**src/rtl/seq_mult8.sv**
```systemverilog
// seq_mult8
// ---------
// Sequential unsigned W x W shift-add multiplier with a start/done handshake.
// One product is computed per accepted request using W iteration cycles; the
// 2W-bit result is presented on a registered output together with a one-cycle
// done pulse.
// That pulse is meant to drive the parallel-load strobe of the downstream
// load/shift register directly.
//
// Ports:
//   clk      in   rising-edge clock
//   rst      in   asynchronous, active-high reset
//   start    in   request, sampled only while idle
//   clr      in   synchronous abort back to idle (wins over start)
//   A        in   W-bit multiplicand, captured on the accepting edge
//   B        in   W-bit multiplier, captured on the accepting edge
//   busy     out  high whenever the block is not idle
//   done     out  registered one-cycle completion pulse
//   product  out  registered 2W-bit result, held until the next completion
//
// W must be at least 2.
module seq_mult8 #(
  parameter int W = 8
) (
  input  logic             clk,
  input  logic             rst,
  input  logic             start,
  input  logic             clr,
  input  logic [W-1:0]     A,
  input  logic [W-1:0]     B,
  output logic             busy,
  output logic             done,
  output logic [2*W-1:0]   product
);

  localparam int CW = (W > 1) ? $clog2(W) : 1;

  typedef enum logic [1:0] {
    IDLE = 2'd0,
    CALC = 2'd1,
    DONE = 2'd2
  } state_t;

  state_t         state_q;
  logic [W-1:0]   mcand_q;
  logic [W-1:0]   hi_q;
  logic [W-1:0]   lo_q;
  logic [CW-1:0]  cnt_q;
  logic           done_q;
  logic [2*W-1:0] product_q;

  logic [W:0]     sum_d;
  logic [W-1:0]   hi_d;
  logic [W-1:0]   lo_d;

  // One shift-add step. The sum keeps its carry bit, which shifts into the
  // top of hi, while the old sum LSB drops into the top of lo. The result is
  // the (2W+1)-bit {sum, lo} value shifted right by one.
  always_comb begin
    sum_d = {1'b0, hi_q} + (lo_q[0] ? {1'b0, mcand_q} : '0);
    hi_d  = sum_d[W:1];
    lo_d  = {sum_d[0], lo_q[W-1:1]};
  end

  // Control and datapath. The product register is written only on the edge
  // that completes the last iteration, from the freshly computed {hi_d, lo_d}.
  // An abort therefore never exposes a partial result.
  always_ff @(posedge clk or posedge rst) begin
    if (rst) begin
      state_q   <= IDLE;
      mcand_q   <= '0;
      hi_q      <= '0;
      lo_q      <= '0;
      cnt_q     <= '0;
      done_q    <= 1'b0;
      product_q <= '0;
    end else begin
      case (state_q)
        IDLE: begin
          done_q <= 1'b0;
          if (start && !clr) begin
            mcand_q <= A;
            lo_q    <= B;
            hi_q    <= '0;
            cnt_q   <= '0;
            state_q <= CALC;
          end
        end
        CALC: begin
          done_q <= 1'b0;
          if (clr) begin
            state_q <= IDLE;
          end else begin
            hi_q  <= hi_d;
            lo_q  <= lo_d;
            cnt_q <= cnt_q + CW'(1);
            if (cnt_q == CW'(W - 1)) begin
              product_q <= {hi_d, lo_d};
              done_q    <= 1'b1;
              state_q   <= DONE;
            end
          end
        end
        DONE: begin
          done_q  <= 1'b0;
          state_q <= IDLE;
        end
        default: begin
          done_q  <= 1'b0;
          state_q <= IDLE;
        end
      endcase
    end
  end

  assign busy    = (state_q != IDLE);
  assign done    = done_q;
  assign product = product_q;

endmodule

```
**config.mk**
```make
export PLATFORM = sky130hd
export DESIGN_NAME = seq_mult8
export DESIGN_NICKNAME = d
export VERILOG_FILES = /design/src/rtl/seq_mult8.sv
export SDC_FILE = /design/constraint.sdc
export NUM_CORES = 1
export LEC_CHECK = 0
export BUFFER_PORTS_ARGS = -buffer_cell sky130_fd_sc_hd__buf_2
export CORE_MARGIN = 3
export CORE_UTILIZATION = 55
export DETAILED_ROUTE_END_ITERATION = 12
export GPL_TIMING_DRIVEN = 0
export MAX_ROUTING_LAYER = met4
export PLACE_DENSITY = 0.78
export SYNTH_ARGS = -nofsm -noshare
export SYNTH_HDL_FRONTEND = slang
export SYNTH_SLANG_ARGS = --single-unit
```
**constraint.sdc**
```tcl
create_clock -name clk -period 6 [get_ports clk]
set_input_delay 0.3 -clock clk [delete_from_list [all_inputs] [get_ports clk]]
set_output_delay 0.3 -clock clk [all_outputs]
set_load 0.01 [all_outputs]
```
---- Word level (Yosys, flattened, before mapping) ----
Index checks and enable logic that the tools add are counted.
operators by class
  add/sub/neg operators ................... 2
  eq/ne operators ......................... 5
  mux-type cells .......................... 17
  bitwise operators ....................... 1
  reduce and logical (&&, ||, !) cells .... 9
operators by type and width
  operator             number
  $mux 8               5
  $pmux 8 s2           2
  $add 8x8->9          1
  $mux 2               3
  $mux 3               2
  $pmux 3 s2           1
  $reduce_and 3->1     2
  $ne 2x2->1 const B   2
  $pmux 2 s2           1
  $reduce_and 2->1     2
  $reduce_bool 2->1    2
  $add 3x1->3 const B  1
  $eq 3x3->1 const B   1
  $mux 1               3
  $ne 3x3->1 const B   1
  $eq 2x1->1 const B   1
  $logic_not 2->1      1
  $logic_and 1x1->1    1
  $logic_not 1->1      1
  $not 1->1            1
word-level totals
  register bits after elaboration ......... 46
  output and inout port bits .............. 18
  logic and storage cells ................. 41

---- Logic depth before layout (Yosys ltp) ----
  word-level depth ........................ 4
  depth in mapped cells ................... 8

---- Least setup slack after synthesis ----
No wires, ideal clock.
  path kind ............................... reg2reg
  start ................................... register lo_q[0]
  end ..................................... register hi_q[5]
  arrival time ............................ 2,028 ps
  data required time ...................... 5,874 ps
  slack ................................... 3,846 ps
  cell stages (with the launch flop) ...... 9
  period minus slack after synthesis ...... 2,154 ps
  path through ............................ dfrtp_1 and2_1 ha_1 fa_1 a211o_1 a21o_1 a21oi_2 xor2_1 o21ai_0
on the way
  word-level cells in the longest chain between the ends .. 4
ends and longest elaborated chain
  what                    line  source
  start, declared         47    logic [W-1:0] lo_q;
  start signal, assigned  95    lo_q <= lo_d;
  $mux 8                  60    sum_d = {1'b0, hi_q} + (lo_q[0] ? {1'b0, mcand_q} : '0);
  $add 8x8->9             60
  $mux 8                  91    if (clr) begin
  $pmux 8 s2              78    case (state_q)
  end signal, assigned    94    hi_q <= hi_d;
  end, declared           46    logic [W-1:0] hi_q;
Every way passes these cells. The select of a mux whose other input is x is not followed.
A chain may end at the register's enable or synchronous reset.

---- Worst setup path after layout ----
  start ................................... register lo_q[0]
  end ..................................... register hi_q[7]
Same word-level chain as after synthesis.

==> results.txt <==
----------------------------------------------------
[Run status]
  Result of the run ... finished clean

[Detailed routing]
  First-iteration detailed-routing DRC count ... 89
  DRC Markers ... 0
  Remaining antenna violation count ... 0
  Number of vias in the routed layout ... 1506
  First-pass detailed-route iteration total ... 4
  Post-DR wirelength/cell ... 15.8 um
  Detailed-route vias per instance ... 5.46
  Post-detailed-routing wire length ... 4.36 mm

[Final layout]
  Fraction of final layout cells with drive strength greater than 1 ... 0.346
  Antenna cell count ... 0
  Post-layout instance area ... 2590 um2
  Area growth from synthesis to final layout ... 17.0%
  Number of filler cells placed in the layout ... 312
  Finished Layout Cells ... 276
  Commonest non-fill, non-tap cells in the layout ... dfrtp_1, buf_2, nand2_1
  Final cell utilization of the core ... 0.686
  Nets@finish ... 258
  Most frequent standard cell in the layout excluding fill and tap cells ... dfrtp_1

[Synth]
  Distinct cells, synth ... 31
  Warnings, synthesis ... 0
  Mapped Cells ... 182
  Synthesized Nets ... 213
  Average footprint of a synthesized cell ... 12.2 um2
  Sequential-to-total area share from yosys stat ... 0.520
  Count of state elements after synthesis ... 46
  Netlist area before placement ... 2210 um2

[Setup path]
  Cells along the critical path ... and2_1 > ha_1 > fa_1 > a211o_1 > a211oi_1 > o21bai_1 > a21oi_1 > o21ai_0
  Required time of the worst setup path ... 6.18 ns
  Element type at the critical path end ... flop
  Arrival time of the worst setup path ... 2.69 ns
  Max incr delay on CP ... 0.49 ns
  Critical path capture point ... hi_q[7]$_DFFE_PP0P_
  Depth of the worst register-to-register path ... 8
  Critical Path Start Type ... flop
  Worst-path fanout max ... 9
  Internal reg-to-reg setup slack ... 3.49 ns
  R2R Path End ... hi_q[7]$_DFFE_PP0P_
  Beginning of the critical path ... lo_q[0]$_DFFE_PP0P_
  Slowest cell on crit path ... dfrtp_1
  Launching point of the worst reg2reg path ... lo_q[0]$_DFFE_PP0P_
  Setup CP Type ... flop to flop

[Timing]
  Final Hold Violating Endpoints ... 0
  Final number of max-transition violations ... 0
  Upper clock frequency limit ... 399 MHz
  Worst-margin pin slew ... 0.301 ns
  Final setup violation count ... 0
  Headroom to the max-slew limit ... 0.799
  Worst Hold Margin ... 0.0185 ns
  RSZ-0062 raised after global routing ... no
  Final worst-path setup slack ... 3.49 ns
  Final worst path period share ... 0.418
  Maximum clock skew at final layout ... 0.00334 ns
  Post-route setup TNS ... 0 ns
  Clock period minus final worst setup slack ... 2.51 ns

[Global routing]
  Grt total ovfl ... 0
  Number of antenna violations at the first check in global routing ... 0
  Via count of the first global-routing pass ... 1607
  Aggregate global-route resource usage ... 0.207
  First-pass GRT wire length ... 7.75 mm
  Largest net degree at the start of global routing ... 47

[Floorplan]
  Core region area ... 3770 um2
  Effective utilization at floorplan ... 0.587
  Area enclosed by the die boundary ... 4820 um2
  Row Count ... 22
  Width of the die ... 69.4 um
  I/O pin cnt ... 38
  Vertical die dimension ... 69.4 um

[Pwr]
  Post-layout power ... 0.840 mW
  Part of the power in the clock network ... 0.255
  Static leakage ... 1.42 nW
  Relative contribution of combinational cells to total power ... 0.264
  Pwr dens ... 325 nW/um2
  Internal Power ... 0.585 mW
  Net switching power ... 0.256 mW
  Switching power share of the total ... 0.304
  Largest voltage drop on the vdd net ... 0.192 mV
  Sequential share of power ... 0.481

[Placed design]
  Post-DP HPWL ... 3.17 mm
  DP Cell Count ... 268
  Final weighted congestion in routability-driven placement ... 0.882
  Placed cell area ... 2480 um2
  Count of port buffers added during placement ... 37
  Worst slack at placement ... 3.53 ns

[Clocking]
  CTS HTree Levels ... 2
  Cell at the root of the clock tree ... clkbuf_8
  Clock edge transition at the registers on the reported setup and hold paths ... 0.08 ns
  Total CTS buffers ... 5
  Post-CTS setup repair buffer count ... 0
  Clock network latency to the later pin of the worst-skew pair ... 0.29 ns
  Clk buf depth ... 2
  CTS tree ... yes
  # resized after CTS ... 0
  Sinks on Clock Net ... 46
  Post-CTS Hold Buffers ... 0

[Job]
  Max_cap viols ... 0

[Min path]
  Tightest Hold Check Type ... input port to async pin

----------------------------------------------------
worst max-delay path: cells and delay by family, from the launching register on:
kind	cells	cell delay (ns)
and+or+nand+nor	1	0.20
DFF	1	0.49
adders and majority gates	2	0.67
AOI/OAI and AO/OA	5	1.03
how the worst min path moves through the flow:
stage / startpoint / end / cells past startpoint
floorplan: clr / cnt_q[1]$_DFFE_PP0P_ / 1
global placement: product[15]$_DFFE_PP0P_ / product[15]$_DFFE_PP0P_ / 2
detailed placement: rst / product[5]$_DFFE_PP0P_ / 3
CTS: rst / product[5]$_DFFE_PP0P_ / 3
global route: rst / lo_q[6]$_DFFE_PP0P_ / 3
finish: rst / lo_q[6]$_DFFE_PP0P_ / 3
area by class of cell:
| type | count | area (um2) | area share |
|---|---|---|---|
| sequential | 46 | 1150 | 0.445 |
| multi-input combinational | 127 | 1000 | 0.387 |
| timing repair buffer | 38 | 205 | 0.0793 |
| clock buffer | 8 | 110 | 0.0425 |
| tap | 48 | 60.1 | 0.0232 |
| buffer | 5 | 45.0 | 0.0174 |
| inverter | 4 | 15.0 | 0.00580 |
per-layer routing:
metal  wire length (um)  global-route usage  vias to the layer above  share of wire
met3                163              0.0493                        6          0.037
met5                  0                   -                        -              0
met2               2210               0.347                       33           0.51
li1                   -                   -                      734              -
met1               1940               0.251                      733           0.45
met4                 46              0.0521                        0          0.011
Yosys cell counts:
cell type	instances	area (um2)
a21oi_2	1	8.76
a211o_1	1	8.76
o21ai_1	1	5.00
mux2_2	18	203
buf_6	2	22.5
dfrtp_1	46	1150
a21oi_1	5	25.0
o21ai_0	17	85.1
nand2_1	24	90.1
a211oi_1	3	22.5
xor2_1	3	26.3
nand2_4	1	11.3
nor4b_2	1	15.0
mux2i_1	8	80.1
a21o_1	3	22.5
nor2_8	2	40.0
ha_1	10	125
mux2_4	1	15.0
a22o_1	6	52.6
fa_1	1	20.0
o211ai_1	1	7.51
nor2_1	2	7.51
xnor2_1	2	17.5
and2_1	8	50.1
or2_2	2	12.5
o31ai_1	1	7.51
buf_4	3	22.5
o21bai_1	3	22.5
nand2b_4	1	13.8
o21a_1	1	7.51
inv_1	4	15.0
state kept, by name, summed over array words and instances (netlist names):
signal	count
hi_q	8
product	16
mcand_q	8
cnt_q	3
state_q	2
done	1
lo_q	8
logic make-up after synthesis:
kind of cell	count (synthesis)	synth area share
AOI/OAI and AO/OA	43	0.124
xor gates and xnor gates	5	0.0198
adders and majority gates	11	0.0656
buffers and inverters	9	0.0271
DFF	46	0.520
muxes	27	0.135
and+or+nand+nor	41	0.109
power groups by stage:
| stage | Combinational (mW) | Clock [mW] | Sequential (mW) |
|---|---|---|---|
| detailed placement | 0.221 | 0 | 0.409 |
| global placement | 0.209 | 0 | 0.405 |
| floorplan | 0.168 | 0 | 0.399 |
| CTS | 0.224 | 0.223 | 0.403 |
| global route | 0.252 | 0.233 | 0.412 |
| finish | 0.222 | 0.214 | 0.404 |
(Power assumes the default switching activity.)
